===== config.mk =====
export PLATFORM = sky130hd
export DESIGN_NAME = cory_xbar
export DESIGN_NICKNAME = d
export VERILOG_FILES = /design/src/rtl/cory_xbar.sv
export SDC_FILE = /design/constraint.sdc
export NUM_CORES = 1
export LEC_CHECK = 0
export ABC_AREA = 0
export BUFFER_PORTS_ARGS = -buffer_cell sky130_fd_sc_hd__buf_2
export CELL_PAD_IN_SITES_DETAIL_PLACEMENT = 1
export CELL_PAD_IN_SITES_GLOBAL_PLACEMENT = 2
export CORE_ASPECT_RATIO = 0.75
export CORE_MARGIN = 4
export CORE_UTILIZATION = 28
export DETAILED_ROUTE_END_ITERATION = 6
export PLACE_DENSITY_LB_ADDON = 0.1
export SLEW_MARGIN = 5
export SYNTH_ARGS = -nofsm -noshare
export SYNTH_HDL_FRONTEND = slang
export SYNTH_SLANG_ARGS = --single-unit

===== constraint.sdc =====
create_clock -name clk -period 3.5 [get_ports clk]
set_input_delay 0.7 -clock clk [delete_from_list [all_inputs] [get_ports clk]]
set_output_delay 0.7 -clock clk [all_outputs]
set_load 0.02 [all_outputs]

===== src/rtl/cory_xbar.sv =====
// cory_xbar: I-input, O-output crossbar with per-output round-robin arbitration
// and a one-entry registered slice on every output.
// Optional packet mode (macro CORY_XBAR_PKT_EN): an output stays locked to the
// input that started a packet until the beat flagged last has been accepted.
// Inputs addressing a nonexistent output are accepted and their beats dropped.
module cory_xbar #(
  parameter int unsigned N = 8,
  parameter int unsigned I = 4,
  parameter int unsigned O = 4,
  localparam int unsigned SW = (O > 1) ? $clog2(O) : 1,
  localparam int unsigned IW = (I > 1) ? $clog2(I) : 1
) (
  input  logic            clk,
  input  logic            reset,
  input  logic [I-1:0]    i_a_v,
  input  logic [I*N-1:0]  i_a_d,
  input  logic [I*SW-1:0] i_a_s,
  input  logic [I-1:0]    i_a_l,
  output logic [I-1:0]    o_a_r,
  output logic [O-1:0]    o_z_v,
  output logic [O*N-1:0]  o_z_d,
  output logic [O*IW-1:0] o_z_i,
  output logic [O-1:0]    o_z_l,
  input  logic [O-1:0]    i_z_r
);

  logic [O-1:0][IW-1:0] ptr_q;
  logic [O-1:0][IW-1:0] ptr_nxt;
  logic [O-1:0][I-1:0]  req;
  logic [O-1:0]         slot_free;
  logic [O-1:0]         gnt_any;
  logic [O-1:0][IW-1:0] gnt_idx;
`ifdef CORY_XBAR_PKT_EN
  logic [O-1:0]         lock_q;
  logic [O-1:0][IW-1:0] lock_src_q;
`endif

  // Request matrix: input k asks for output j when valid and addressed to j
  always_comb begin
    req = '0;
    for (int k = 0; k < I; k++) begin
      for (int j = 0; j < O; j++) begin
        if (i_a_v[k] && (i_a_s[k*SW +: SW] == SW'(j))) req[j][k] = 1'b1;
      end
    end
  end

  // Per-output round-robin search starting at the pointer; a full slot grants nobody
  always_comb begin
    int unsigned idx;
    logic        elig;
    idx       = 0;
    elig      = 1'b0;
    gnt_any   = '0;
    gnt_idx   = '0;
    slot_free = '0;
    ptr_nxt   = '0;
    for (int j = 0; j < O; j++) begin
      slot_free[j] = !o_z_v[j] || i_z_r[j];
      for (int unsigned off = 0; off < I; off++) begin
        idx = 32'(ptr_q[j]) + off;
        if (idx >= I) idx = idx - I;
`ifdef CORY_XBAR_PKT_EN
        elig = req[j][IW'(idx)] && (!lock_q[j] || (lock_src_q[j] == IW'(idx)));
`else
        elig = req[j][IW'(idx)];
`endif
        if (!gnt_any[j] && elig && slot_free[j]) begin
          gnt_any[j] = 1'b1;
          gnt_idx[j] = IW'(idx);
        end
      end
      ptr_nxt[j] = ((32'(gnt_idx[j]) + 1) >= I) ? '0 : IW'(32'(gnt_idx[j]) + 1);
    end
  end

  // Input ready: granted by its addressed output, or addressed out of range (drop)
  always_comb begin
    o_a_r = '0;
    if (!reset) begin
      for (int k = 0; k < I; k++) begin
        if (32'(i_a_s[k*SW +: SW]) >= O) begin
          o_a_r[k] = 1'b1;
        end else begin
          for (int j = 0; j < O; j++) begin
            if ((i_a_s[k*SW +: SW] == SW'(j)) && gnt_any[j] && (gnt_idx[j] == IW'(k)))
              o_a_r[k] = 1'b1;
          end
        end
      end
    end
  end

  // Output slices, pointers and packet locks
  always_ff @(posedge clk) begin
    if (reset) begin
      o_z_v <= '0;
      o_z_d <= '0;
      o_z_i <= '0;
      o_z_l <= '0;
      ptr_q <= '0;
`ifdef CORY_XBAR_PKT_EN
      lock_q     <= '0;
      lock_src_q <= '0;
`endif
    end else begin
      for (int j = 0; j < O; j++) begin
        if (gnt_any[j]) begin
          o_z_v[j]          <= 1'b1;
          o_z_d[j*N +: N]   <= i_a_d[32'(gnt_idx[j])*N +: N];
          o_z_i[j*IW +: IW] <= gnt_idx[j];
          o_z_l[j]          <= i_a_l[gnt_idx[j]];
`ifdef CORY_XBAR_PKT_EN
          if (i_a_l[gnt_idx[j]]) begin
            lock_q[j] <= 1'b0;
            ptr_q[j]  <= ptr_nxt[j];
          end else begin
            lock_q[j]     <= 1'b1;
            lock_src_q[j] <= gnt_idx[j];
          end
`else
          ptr_q[j] <= ptr_nxt[j];
`endif
        end else if (i_z_r[j]) begin
          o_z_v[j] <= 1'b0;
        end
      end
    end
  end

endmodule


Word-level counts from Yosys, hierarchy flattened
Index checks and enable logic that the tools add are counted.
{"block": "totals", "regBits": 56, "output_inout_bits": 52, "wordCells": 361, "in_bits": 54}
{"block": "classes", "eq_ne": 24, "shift": 4, "n_lt_le_gt_ge": 40, "add_sub_neg": 32, "mux": 133, "n_reduce_logical": 108}
{"op": "$ge A32 B3 Y1 const B", "n": 4}
{"op": "$shiftx A32 B6 Y8", "n": 4}
{"op": "$logic_and A1 B1 Y1", "n": 76}
{"op": "$mux W1", "n": 76}
{"op": "$mux W2", "n": 36}
{"op": "$lt A2 B3 Y1 const B", "n": 20}
{"op": "$bmux W1 S2", "n": 20}
{"op": "$ge A3 B3 Y1 const B", "n": 12}
{"op": "$eq A2 B2 Y1 const B", "n": 16}
{"op": "$sub A2 B1 Y2 const B", "n": 16}
{"op": "$add A2 B1 Y3 const B", "n": 8}
{"op": "$add A2 B2 Y3 const B", "n": 8}
{"op": "$eq A2 B1 Y1 const B", "n": 8}
{"op": "$logic_not A1 Y1", "n": 16}
{"op": "$logic_not A2 Y1", "n": 8}
{"op": "$ge A2 B3 Y1 const B", "n": 4}
{"op": "$reduce_bool A2 Y1", "n": 4}
{"op": "$logic_or A1 B1 Y1", "n": 4}
{"op": "$mux W4", "n": 1}

Depth between registers and ports, before layout
{"block": "depth", "ltp_word": 26, "depth_mapped": 12, "ltp_nobuf": 10}

Least setup slack after synthesis
OpenSTA, ideal clock, no wires.
{"block": "synth_timing", "path_type": "input -> output", "startpoint": "input i_a_s[6]", "endpoint": "output o_a_r[3]", "required_time_ns": 2.800, "path_buffers": 2, "arrival_time_ns": 3.116, "setup_slack_ns": -0.316, "cell_stages": 11, "path_cell_list": "buf_2 or3b_2 a211oi_1 o31ai_4 and2_4 inv_2 buf_2 ha_1 nor4b_1 a41oi_1 a31oi_1"}
{"block": "synth_via", "elab_chain_cells": 26}
{"element": "from (decl)", "line": "17", "text": "input logic [I*SW-1:0] i_a_s,"}
{"element": "$logic_not A2 Y1", "line": "43, 86"}
{"element": "$logic_and A1 B1 Y1", "line": "43", "text": "if (i_a_v[k] && (i_a_s[k*SW +: SW] == SW'(j))) req[j][k] = 1'b1;"}
{"element": "$mux W1", "line": "43"}
{"element": "$bmux W1 S2", "line": "66", "text": "elig = req[j][IW'(idx)];"}
{"element": "$mux W1 (not written as such)", "line": "66"}
{"element": "$logic_and A1 B1 Y1", "line": "68", "text": "if (!gnt_any[j] && elig && slot_free[j]) begin"}
{"element": "$mux W1", "line": "68"}
{"element": "$logic_not A1 Y1", "line": "68"}
{"element": "(+7 left out)"}
{"element": "$logic_not A1 Y1", "line": "68"}
{"element": "$logic_and A1 B1 Y1 (2 in a row)", "line": "68"}
{"element": "$mux W2 / $mux W1 (equally long branches)", "line": "68"}
{"element": "$eq A2 B2 Y1 / $logic_and A1 B1 Y1 (equally long branches)", "line": "86", "text": "if ((i_a_s[k*SW +: SW] == SW'(j)) && gnt_any[j] && (gnt_idx[j] == IW'(k)))"}
{"element": "$logic_and A1 B1 Y1", "line": "86"}
{"element": "$mux W1 (3 in a row)", "line": "86"}
{"element": "$mux W1 (*)", "line": "86"}
{"element": "$mux W4 (*)", "line": "80", "text": "if (!reset) begin"}
{"element": "to (decl)", "line": "19", "text": "output logic [I-1:0] o_a_r,"}
Mark *: on every way between the ends. The rest lies on a longest branch, timed or not. The select of a mux whose other input is x is not followed.

Final worst setup path
{"block": "layout_timing", "startpoint": "input i_a_s[4]", "endpoint": "output o_a_r[2]"}
Same word-level chain as after synthesis.

==> impl_results.md <==
* Seq/Total Area, Yosys at 27.9%
* Worst EP required at 2800 ps
* Pwr Density at 386 nW/um^2
* DR iter-0 viols at 302
* First-pass GRT wire length at 27.6 mm
* Placed Cells at 801
* Initial Util at 29.0%
* Area leader, netlist: dfxtp_1
* R2r endpoint: o_z_l[3]
* Total CTS buffers at 5
* GP Congestion at 0.893
* Mapped Nets at 556
* Post-synthesis cell type count at 63
* Core area at 13900 um^2
* Die H at 112 um
* Prevailing post-synth register cell: dfxtp_1
* Synth top area share at 27.9%
* Critical path launch point type: primary input
* Synth Area per Inst at 8.11 um^2
* Commonest cells in the netlist: 57 x a211oi_1, 56 x dfxtp_1, 31 x mux2i_1, 30 x nand2_1
* Vias/cell at 5.71
* CP endpoint kind: primary output
* H-tree depth at 2
* Worst EP arrival at 2780 ps
* Max-cap viol count at 0
* Final hold viol count at 0
* CTS sink count at 56
* Residual DRC at 0
* DR pass1 iterations at 5
* Cells on Worst Hold Path at 2
* Grt ovf at 0
* Vias in the first global route at 4537
* Initial antenna violation count at 0
* Area contributors post-synth: dfxtp_1 28%, a211oi_1 11%, mux2i_1 7.7%, nand3b_1 5.0%, o31ai_1 3.7%
* Via Count at 4623
* I/O pins at 106
* Fmax at 287 MHz
* Clock Tree Root: clkbuf_16
* Die area at 16400 um^2
* DP HPWL at 14.2 mm
* Final period util at 99.4%
* Register area at 1120 um^2
* Synthesized instance count at 496
* Area of the multi-input gates at 2780 um^2
* Hold_ws at 458 ps
* Worst min path class: flop to flop
* Fin util at 39.0%
* CTS tree: done
* Post-route worst setup slack at 21.3 ps
* Largest net degree at the start of global routing at 34
* Layout Nets at 694
* Share of post-route cells with drive strength above 1 at 34.0%
* Mapped cell area at 4020 um^2
* Routed len/inst at 22.7 um
* Crit Path Max Fanout at 6
* Remaining antenna violation count at 0
* Max clock buf depth at 2
* HP Start: o_z_i[4]
* Hold EP: o_z_i[4]
* R2R Path Start: ptr_q[6]
* Chip Width at 146 um
* Post-synth EDFFs at 0
* Site row count at 37
* Final cell count without fillers at 810
* Tmin final at 3480 ps
* Setup CP Type: primary input to primary output
* VDD IR-drop max at 0.194 mV
* YS warnings at 0
* N_diodes at 0
* Port Buffers at 105
* Async set-reset flop share out of synthesis at 0%
* Worst skew pair latency at 300 ps
* Final setup viols at 0
* Gr usage total at 21.3%
* Place WS at -27.5 ps
* Most frequent cell after synthesis: a211oi_1
* Slew @ Worst Pin at 773 ps
* Layout area overhead at 34.7%
* Fin. max-slew vios at 0
* R2R cell count at 9
* Worst R2R Setup Slack at 1000 ps
* Lkg Pwr at 0.00231 uW
* Status: complete, no violations
* Number of synthesized register bits at 56
* DRT Wirelength at 18.4 mm
* Relative slew slack at 48.3%
* Hold Buf Count CTS at 0
* Worst-path clk slew at 70 ps
* Clk_skew at 7.65 ps
* Fill count at 1675
## how the worst max path moves through the flow
stage	to	from	depth (start not counted)	slack, ps
2_1_floorplan	o_a_r[3]	i_a_s[4]	11	-40
3_3_place_gp	o_a_r[2]	i_a_s[5]	12	-7
3_5_place_dp	o_a_r[3]	i_a_s[3]	11	-30
4_1_cts	o_a_r[1]	i_a_s[4]	9	4
5_1_grt	o_a_r[2]	i_a_s[4]	10	-60
6_report	o_a_r[2]	i_a_s[4]	10	20
## power by group
group | internal [uW] | leakage (uW) | total (uW) | switching (uW)
logic | 308 | 0.00178 | 793 | 485
clock network | 287 | 0.0000712 | 535 | 248
registers | 709 | 0.000461 | 762 | 53.4
total | 1300 | 0.00231 | 2090 | 786
## metal layers
layer | routed length, um | global-route usage (%)
met2 | 7620 | 30.0
met3 | 941 | 4.11
met4 | 93 | 2.94
met1 | 9750 | 33.7
met5 | 0 | 0
## metrics by stage
step / TNS, ps / power [uW] / instance area, um^2
after floorplan: -38.2 / 1210 / 4040
after global placement: -7.06 / 1530 / 5140
after detailed placement: -51.7 / 1540 / 5140
after CTS: 0 / 2080 / 5300
after global routing: -113 / 2200 / 5420
final: 0 / 2090 / 5420
## placed cells by master, fill, tap and decap left out, drive strengths merged, types with 4 or more instances in the layout
cell,count
clkbuf,8
a2111oi,12
nand2b,7
nor3,8
o21ai,6
a31oi,7
nand2,30
a21oi,27
nor2b,5
o221ai,13
a311oi,7
nand3b,27
a211oi,58
nor2,26
nand4b,5
and3,15
ha,6
inv,26
dfxtp,56
mux2i,31
nand3,7
buf,173
nor3b,4
o31ai,21
## cell type report
class	count	share of cell area, %
multi-input cells	372	51.2
flip-flops and latches	56	20.7
repair buffers	173	19.5
well taps	175	4.04
clock buffers	8	2.70
inverters	26	1.80
## registers in the layout, summed over array words and instances (netlist names)
name   cells
o_z_i      8
o_z_v      4
o_z_d     32
ptr_q      8
o_z_l      4
## what timing repair did
action,CTS,global route
gates cloned,0,0
setup endpoints to repair,2,4
pin swaps,1,3
setup buffers,1,0
gates resized for setup,1,26
## worst max-delay path: stages
cell and delay [ps]:
buf_2 140, or3b_1 420, buf_4 160, nor3_1 150, a311o_1 170, and2_4 160, inv_2 40, or4_1 490
a31oi_2 170, buf_4 170
## cell families after synthesis
logic type | count (synthesis) | share of synthesized area (%)
DFF | 56 | 27.9
xor gates and xnor gates | 1 | 0.218
adders and majority gates | 6 | 1.87
muxes | 32 | 7.99
and+or+nand+nor | 156 | 22.6
buffers and inverters | 68 | 6.84
AOI/OAI and AO/OA | 177 | 32.6
No activity file was read; power rests on OpenSTA's default activity.
